--- src/rtl/dut_sequencer_if.sv ---
`default_nettype none
// ============================================================================
//  Module   : dut_sequencer_if
//  Purpose  : Bundles the host command/response handshake and the DUT test
//             environment control/return lines of dut_sequencer.
//  Ports    : none. Modports:
//               slave  - sequencer view (takes commands, drives environment)
//               master - host + environment view (issues commands, answers)
//  Revision : 1.0 - initial release
// ============================================================================
interface dut_sequencer_if #(
    parameter int BITWIDTH_DATA   = 16,
    parameter int BITWIDTH_ADR    = 6,
    parameter int BITWIDTH_SEL    = 3,
    parameter int NUM_BITS_HEADER = 32
);
    // Host command channel
    logic                       cmd_valid;
    logic                       cmd_ready;
    logic [1:0]                 cmd_op;
    logic [BITWIDTH_SEL-1:0]    cmd_sel;
    logic [BITWIDTH_ADR-1:0]    cmd_adr;
    logic [BITWIDTH_DATA-1:0]   cmd_data;

    // Host response channel
    logic                       rsp_valid;
    logic                       rsp_ready;
    logic [NUM_BITS_HEADER-1:0] rsp_data;
    logic [1:0]                 rsp_status;

    // DUT test environment
    logic [BITWIDTH_SEL-1:0]    dut_sel;
    logic [BITWIDTH_ADR-1:0]    dut_adr;
    logic                       dut_rnw;
    logic [BITWIDTH_DATA-1:0]   dut_data_in;
    logic                       dut_start;
    logic [BITWIDTH_DATA-1:0]   dut_data_out;
    logic [NUM_BITS_HEADER-1:0] dut_head;
    logic                       dut_rdy;

    modport slave (
        input  cmd_valid, cmd_op, cmd_sel, cmd_adr, cmd_data,
        output cmd_ready,
        output rsp_valid, rsp_data, rsp_status,
        input  rsp_ready,
        output dut_sel, dut_adr, dut_rnw, dut_data_in, dut_start,
        input  dut_data_out, dut_head, dut_rdy
    );

    modport master (
        output cmd_valid, cmd_op, cmd_sel, cmd_adr, cmd_data,
        input  cmd_ready,
        input  rsp_valid, rsp_data, rsp_status,
        output rsp_ready,
        input  dut_sel, dut_adr, dut_rnw, dut_data_in, dut_start,
        output dut_data_out, dut_head, dut_rdy
    );
endinterface
`default_nettype wire

--- src/rtl/dut_sequencer.sv ---
`default_nettype none
// ============================================================================
//  Module   : dut_sequencer
//  Purpose  : Executes one host command at a time (HEAD / WRITE / READ) against
//             the DUT test environment: drives select/address/data/RnW, pulses
//             start, waits for the DUT ready flag with a bounded timeout and
//             returns the captured word plus a status code.
//  Ports    : clk_sys - system clock, rising edge
//             rstn    - asynchronous active-low reset
//             bus     - dut_sequencer_if.slave (command, response, environment)
//             busy    - high whenever the sequencer is not idle
//  Revision : 1.0 - initial release
// ============================================================================
module dut_sequencer #(
    parameter int BITWIDTH_DATA   = 16,
    parameter int BITWIDTH_ADR    = 6,
    parameter int BITWIDTH_SEL    = 3,
    parameter int NUM_BITS_HEADER = 32,
    parameter int TIMEOUT_CYCLES  = 1024
) (
    input  wire logic      clk_sys,
    input  wire logic      rstn,
    dut_sequencer_if.slave bus,
    output logic           busy
);

    localparam logic [2:0] c_ST_IDLE   = 3'd0;
    localparam logic [2:0] c_ST_SETUP  = 3'd1;
    localparam logic [2:0] c_ST_STROBE = 3'd2;
    localparam logic [2:0] c_ST_WAIT   = 3'd3;
    localparam logic [2:0] c_ST_RESP   = 3'd4;

    localparam logic [1:0] c_OP_HEAD  = 2'd0;
    localparam logic [1:0] c_OP_WRITE = 2'd1;
    localparam logic [1:0] c_OP_RSVD  = 2'd3;

    localparam logic [1:0] c_STS_OK      = 2'b00;
    localparam logic [1:0] c_STS_TIMEOUT = 2'b01;
    localparam logic [1:0] c_STS_BAD_SEL = 2'b10;
    localparam logic [1:0] c_STS_BAD_OP  = 2'b11;

    // Timer counts 0 .. TIMEOUT_CYCLES-1 inside WAIT
    localparam int c_TMR_W = (TIMEOUT_CYCLES > 1) ? $clog2(TIMEOUT_CYCLES) : 1;
    localparam logic [c_TMR_W-1:0] c_TMR_LAST = c_TMR_W'(TIMEOUT_CYCLES - 1);

    // Common width for comparing SEL against the 6-bit NUM_DUT header field
    localparam int c_CMP_W = (BITWIDTH_SEL > 6) ? BITWIDTH_SEL : 6;

    logic [2:0]                 r_state;
    logic                       r_live;
    logic [1:0]                 r_op;
    logic [BITWIDTH_SEL-1:0]    r_dut_sel;
    logic [BITWIDTH_ADR-1:0]    r_dut_adr;
    logic                       r_dut_rnw;
    logic [BITWIDTH_DATA-1:0]   r_dut_data_in;
    logic [NUM_BITS_HEADER-1:0] r_rsp_data;
    logic [1:0]                 r_rsp_status;
    logic [c_TMR_W-1:0]         r_timer;

    logic                       w_cmd_ready;
    logic [c_CMP_W-1:0]         w_sel_cmp;
    logic [c_CMP_W-1:0]         w_num_dut;
    logic                       w_sel_bad;

    // r_live holds CMD_READY low while reset is asserted and lets it rise on
    // the first clock after reset release, keeping it a register decode.
    assign w_cmd_ready = r_live && (r_state == c_ST_IDLE);

    // The header seen in SETUP belongs to the DUT selected at accept time.
    assign w_sel_cmp = c_CMP_W'(r_dut_sel);
    assign w_num_dut = c_CMP_W'(bus.dut_head[NUM_BITS_HEADER-1 -: 6]);
    assign w_sel_bad = (r_dut_sel == '0) || (w_sel_cmp > w_num_dut);

    always_ff @(posedge clk_sys or negedge rstn) begin
        if (!rstn) begin
            r_state       <= c_ST_IDLE;
            r_live        <= 1'b0;
            r_op          <= 2'd0;
            r_dut_sel     <= '0;
            r_dut_adr     <= '0;
            r_dut_rnw     <= 1'b0;
            r_dut_data_in <= '0;
            r_rsp_data    <= '0;
            r_rsp_status  <= 2'b00;
            r_timer       <= '0;
        end else begin
            r_live <= 1'b1;
            case (r_state)
                c_ST_IDLE: begin
                    if (bus.cmd_valid && w_cmd_ready) begin
                        r_op          <= bus.cmd_op;
                        r_dut_sel     <= bus.cmd_sel;
                        r_dut_adr     <= bus.cmd_adr;
                        r_dut_data_in <= bus.cmd_data;
                        r_dut_rnw     <= (bus.cmd_op != c_OP_WRITE);
                        r_state       <= c_ST_SETUP;
                    end
                end
                c_ST_SETUP: begin
                    if (r_op == c_OP_RSVD) begin
                        r_rsp_data   <= '0;
                        r_rsp_status <= c_STS_BAD_OP;
                        r_state      <= c_ST_RESP;
                    end else if (w_sel_bad) begin
                        r_rsp_data   <= '0;
                        r_rsp_status <= c_STS_BAD_SEL;
                        r_state      <= c_ST_RESP;
                    end else if (r_op == c_OP_HEAD) begin
                        r_rsp_data   <= bus.dut_head;
                        r_rsp_status <= c_STS_OK;
                        r_state      <= c_ST_RESP;
                    end else begin
                        r_state <= c_ST_STROBE;
                    end
                end
                c_ST_STROBE: begin
                    r_timer <= '0;
                    r_state <= c_ST_WAIT;
                end
                c_ST_WAIT: begin
                    // Ready on the final cycle takes precedence over timeout
                    if (bus.dut_rdy) begin
                        r_rsp_data   <= NUM_BITS_HEADER'(bus.dut_data_out);
                        r_rsp_status <= c_STS_OK;
                        r_state      <= c_ST_RESP;
                    end else if (r_timer == c_TMR_LAST) begin
                        r_rsp_data   <= '0;
                        r_rsp_status <= c_STS_TIMEOUT;
                        r_state      <= c_ST_RESP;
                    end else begin
                        r_timer <= r_timer + 1'b1;
                    end
                end
                c_ST_RESP: begin
                    if (bus.rsp_ready) begin
                        r_dut_sel <= '0;
                        r_state   <= c_ST_IDLE;
                    end
                end
                default: begin
                    r_state <= c_ST_IDLE;
                end
            endcase
        end
    end

    assign bus.cmd_ready   = w_cmd_ready;
    assign bus.rsp_valid   = (r_state == c_ST_RESP);
    assign bus.dut_start   = (r_state == c_ST_STROBE);
    assign busy            = (r_state != c_ST_IDLE);

    assign bus.rsp_data    = r_rsp_data;
    assign bus.rsp_status  = r_rsp_status;
    assign bus.dut_sel     = r_dut_sel;
    assign bus.dut_adr     = r_dut_adr;
    assign bus.dut_rnw     = r_dut_rnw;
    assign bus.dut_data_in = r_dut_data_in;

endmodule
`default_nettype wire

--- src/flat_wrapper.sv ---
// flat-port wrapper written by rule: the top's interface ports become plain ports
module dut_sequencer_flat 
#(
    parameter int BITWIDTH_DATA   = 16,
    parameter int BITWIDTH_ADR    = 6,
    parameter int BITWIDTH_SEL    = 3,
    parameter int NUM_BITS_HEADER = 32,
    parameter int TIMEOUT_CYCLES  = 1024
)
  (clk_sys, rstn, busy, bus_cmd_valid, bus_cmd_op, bus_cmd_sel, bus_cmd_adr, bus_cmd_data, bus_cmd_ready, bus_rsp_valid, bus_rsp_data, bus_rsp_status, bus_rsp_ready, bus_dut_sel, bus_dut_adr, bus_dut_rnw, bus_dut_data_in, bus_dut_start, bus_dut_data_out, bus_dut_head, bus_dut_rdy);
  dut_sequencer_if #(.BITWIDTH_DATA(BITWIDTH_DATA), .BITWIDTH_ADR(BITWIDTH_ADR), .BITWIDTH_SEL(BITWIDTH_SEL), .NUM_BITS_HEADER(NUM_BITS_HEADER)) bus_i ();
  input  wire logic clk_sys;
  input  wire logic rstn;
  output logic busy;
  input wire logic [$bits(bus_i.cmd_valid)-1:0] bus_cmd_valid;
  input wire logic [$bits(bus_i.cmd_op)-1:0] bus_cmd_op;
  input wire logic [$bits(bus_i.cmd_sel)-1:0] bus_cmd_sel;
  input wire logic [$bits(bus_i.cmd_adr)-1:0] bus_cmd_adr;
  input wire logic [$bits(bus_i.cmd_data)-1:0] bus_cmd_data;
  output wire logic [$bits(bus_i.cmd_ready)-1:0] bus_cmd_ready;
  output wire logic [$bits(bus_i.rsp_valid)-1:0] bus_rsp_valid;
  output wire logic [$bits(bus_i.rsp_data)-1:0] bus_rsp_data;
  output wire logic [$bits(bus_i.rsp_status)-1:0] bus_rsp_status;
  input wire logic [$bits(bus_i.rsp_ready)-1:0] bus_rsp_ready;
  output wire logic [$bits(bus_i.dut_sel)-1:0] bus_dut_sel;
  output wire logic [$bits(bus_i.dut_adr)-1:0] bus_dut_adr;
  output wire logic [$bits(bus_i.dut_rnw)-1:0] bus_dut_rnw;
  output wire logic [$bits(bus_i.dut_data_in)-1:0] bus_dut_data_in;
  output wire logic [$bits(bus_i.dut_start)-1:0] bus_dut_start;
  input wire logic [$bits(bus_i.dut_data_out)-1:0] bus_dut_data_out;
  input wire logic [$bits(bus_i.dut_head)-1:0] bus_dut_head;
  input wire logic [$bits(bus_i.dut_rdy)-1:0] bus_dut_rdy;
  assign bus_i.cmd_valid = bus_cmd_valid;
  assign bus_i.cmd_op = bus_cmd_op;
  assign bus_i.cmd_sel = bus_cmd_sel;
  assign bus_i.cmd_adr = bus_cmd_adr;
  assign bus_i.cmd_data = bus_cmd_data;
  assign bus_cmd_ready = bus_i.cmd_ready;
  assign bus_rsp_valid = bus_i.rsp_valid;
  assign bus_rsp_data = bus_i.rsp_data;
  assign bus_rsp_status = bus_i.rsp_status;
  assign bus_i.rsp_ready = bus_rsp_ready;
  assign bus_dut_sel = bus_i.dut_sel;
  assign bus_dut_adr = bus_i.dut_adr;
  assign bus_dut_rnw = bus_i.dut_rnw;
  assign bus_dut_data_in = bus_i.dut_data_in;
  assign bus_dut_start = bus_i.dut_start;
  assign bus_i.dut_data_out = bus_dut_data_out;
  assign bus_i.dut_head = bus_dut_head;
  assign bus_i.dut_rdy = bus_dut_rdy;
  dut_sequencer #(.BITWIDTH_DATA(BITWIDTH_DATA), .BITWIDTH_ADR(BITWIDTH_ADR), .BITWIDTH_SEL(BITWIDTH_SEL), .NUM_BITS_HEADER(NUM_BITS_HEADER), .TIMEOUT_CYCLES(TIMEOUT_CYCLES)) u_core (.clk_sys(clk_sys), .rstn(rstn), .bus(bus_i), .busy(busy));
endmodule
--- config.mk ---
export PLATFORM = sky130hd
export DESIGN_NAME = dut_sequencer_flat
export DESIGN_NICKNAME = d
export VERILOG_FILES = /design/src/rtl/dut_sequencer_if.sv /design/src/rtl/dut_sequencer.sv /design/src/flat_wrapper.sv
export SDC_FILE = /design/constraint.sdc
export NUM_CORES = 1
export LEC_CHECK = 0
export ABC_AREA = 1
export BUFFER_PORTS_ARGS = -buffer_cell sky130_fd_sc_hd__buf_4
export CORE_UTILIZATION = 30
export DETAILED_ROUTE_END_ITERATION = 8
export PLACE_DENSITY_LB_ADDON = 0.2
export SYNTH_ARGS = -nofsm -noshare
export SYNTH_HDL_FRONTEND = slang
export SYNTH_SLANG_ARGS = --single-unit
--- constraint.sdc ---
create_clock -name clk_sys -period 3.4 [get_ports clk_sys]
set_input_delay 1.02 -clock clk_sys [delete_from_list [all_inputs] [get_ports clk_sys]]
set_output_delay 1.02 -clock clk_sys [all_outputs]
set_load 0.005 [all_outputs]
==> metrics.txt <==
Post-CTS Hold Fix Bufs=0; Final Cycle Share=71.5%; CTS tree=yes; CTS Buf Count=9; row cnt=40; drt drc=0; cell area after synthesis=3690 um2; WL/cell=13.3 um; Clock Latency Late Sink=330 ps; Synth async-reset ratio=100%; Post-Syn Area per Cell=7.89 um2; grt total ovfl=0; clock power share=23.3%; reg2reg path depth=8; Max VDD drop=329 uV; total track usage=16.6%; FMAX=0.411 GHz; max layer used=met4; Hold Crit Depth=2; effective utilization at floorplan=30.7%; Die ar.=12,700 um2; clock root buffer=clkbuf_16; Cell Pwr Density=787 nW/um2; Final Max Tran Viols=0; Final Hold Viols=0; I/O Buffers=143; die height=113 um; Slew @ Worst Pin=983 ps; top-count cell post-synth=nand2_1; final setup vio count=0; Critical Path Source Type=register; CTS sink count=76; CP Max Fanout=47; Core Region=12,000 um2; unrepaired setup endpoints after global routing=false; ranking of synthesized cells by area=dfrtp_1, nand2_1, nand4_1; Crit Path Class=reg -> reg; P&R area growth vs syn=39.3%; dominant synthesized flop cell=dfrtp_1; CTS H-tree lvls=3; first-pass GRT wire length=16,600 um; maximum capacitance violations=0; Syn Nets=551; Antenna Cells=0; Slew headroom=34.5%; post-synthesis sequential area ratio=51.6%; Hold Path Class=reg -> reg; DR pass1 iterations=4; Reg power frac=35.8%; vias per cell=4.61; Final GP Congestion=0.792; status=finished, final reports clean; Comb power frac=40.9%; YS warnings=0; internal power of the cells=2.56 mW; post-synth top area cell=dfrtp_1; post-route ant nets=0; met2 WL=4590 um; switching power=1.48 mW; CP endpoint kind=register; Clock transition at path regs=60 ps; post-synth top area share=51.6%; min cycle time layout=2430 ps; Longest Clk Path Bufs=2; number of enable flip-flop cells after synthesis=0; DR iter-0 viols=216; final WL=10,000 um; CP Data Required Time=3620 ps; Switching Share=36.7%; cts repair resizes=0; initial antenna violation count=0; setup bufs post-CTS=0; worst path arrival time=2650 ps; largest net degree at the start of global routing=77; vias in the first global route=3,381; Cell variety after synth=30; Net count, final=685; layout cell share with drive strength beyond 1=29.0%; Routed met1 length=4580 um; Post-Synthesis Cells=467; met3 wire length=807 um; I/O pins=144; worst hold slack=483 ps; Fin Clk Skew=10.4 ps; final setup TNS=0 ps; chip width=113 um; Lkg Pwr=2.81 nW; DP HPWL=7040 um; Yosys reg bits=76; top cells by count, synth=nand2_1, dfrtp_1, nand4_1, inv_1, o21ai_1; vias post-DR=3,471
-- state kept, by name, summed over array words and instances (netlist names) --
signal,flops
u_core.bus.rsp_data,32
u_core.bus.dut_adr,6
u_core.r_timer,10
u_core.bus.rsp_status,2
u_core.r_state,3
u_core.bus.dut_sel,3
u_core.bus.dut_rnw,1
u_core.r_live,1
u_core.bus.dut_data_in,16
u_core.r_op,2
-- layer usage --
layer | up-vias | track usage [%]
met3 | 5 | 5.95
met1 | 1595 | 21.7
met5 | - | 0
li1 | 1757 | -
met2 | 114 | 26.1
met4 | 0 | 4.27
-- cells in the final DEF (no fill, tap or decap), types with 2 or more instances in the layout --
cell type    n
a21oi_1      3
dfrtp_1     76
nand2_2      2
nand4_1     35
buf_4      147
clkbuf_16    9
xor2_1       4
nor2_1      15
clkinv_4     2
nand3_1     12
inv_1       24
nor2_2       4
o21ai_1     20
ha_1         4
clkinv_2     3
nor3_1       3
nand2_1    222
o21ai_0      7
-- cell families (layout without fill, tap and decap cells) --
group | Yosys count | after routing | synth area share, %
other | 1 | 1 | 0.102
and+or+nand+nor | 298 | 298 | 34.7
xor gates and xnor gates | 4 | 4 | 0.950
AOI/OAI and AO/OA | 32 | 32 | 4.79
DFF | 76 | 76 | 51.6
adders and majority gates | 4 | 4 | 1.36
buffers and inverters | 52 | 191 | 6.55
-- stage by stage --
step	setup slack [ps]	utilization [%]	total power [mW]	instances	area, um2
2_1_floorplan	1070	-	2.36	467	3690
3_3_place_gp	710	40.3	3.10	737	4840
3_5_place_dp	647	40.3	3.13	737	4840
4_1_cts	964	42.8	4.11	753	5130
5_1_grt	702	42.8	4.38	753	5130
6_report	968	42.8	4.04	753	5130
-- power by group through the flow --
stage | logic (mW) | clock network [mW] | registers, mW
2_1_floorplan | 0.914 | 0 | 1.44
3_3_place_gp | 1.65 | 0 | 1.45
3_5_place_dp | 1.68 | 0 | 1.45
4_1_cts | 1.68 | 0.981 | 1.45
5_1_grt | 1.88 | 1.01 | 1.49
6_report | 1.65 | 0.942 | 1.45
-- worst max-delay path: stages, from the launching register on --
cell and delay, ps:
dfrtp_1 400, nor2_2 170, nand2_2 450, nor2_2 440, a21boi_4 110, nand2_4 400, inv_4 170, nand2_1 120
nand2_1 50
-- layout make-up --
type	instances	area (um2)
inverters	28	109
fillers	1235	6880
clock buffers	10	229
clock inverters	6	65.1
flip-flops and latches	76	1900
well taps	147	184
multi-input cells	339	1540
repair buffers	147	1100
-- path summary, 6_finish.rpt --
path                       slack, ps                         end                       start
max                              970      u_core.bus.rsp_data[0]           u_core.r_state[2]
min                              480  u_core.bus.dut_data_in[14]  u_core.bus.dut_data_in[14]
max reg2reg                      970      u_core.bus.rsp_data[0]           u_core.r_state[2]
min reg2reg                      480  u_core.bus.dut_data_in[14]  u_core.bus.dut_data_in[14]
max in group asynchronous       1910      u_core.bus.rsp_data[5]                        rstn
min in group asynchronous        830      u_core.bus.rsp_data[9]                        rstn
Power figures use the tool's default switching activity.
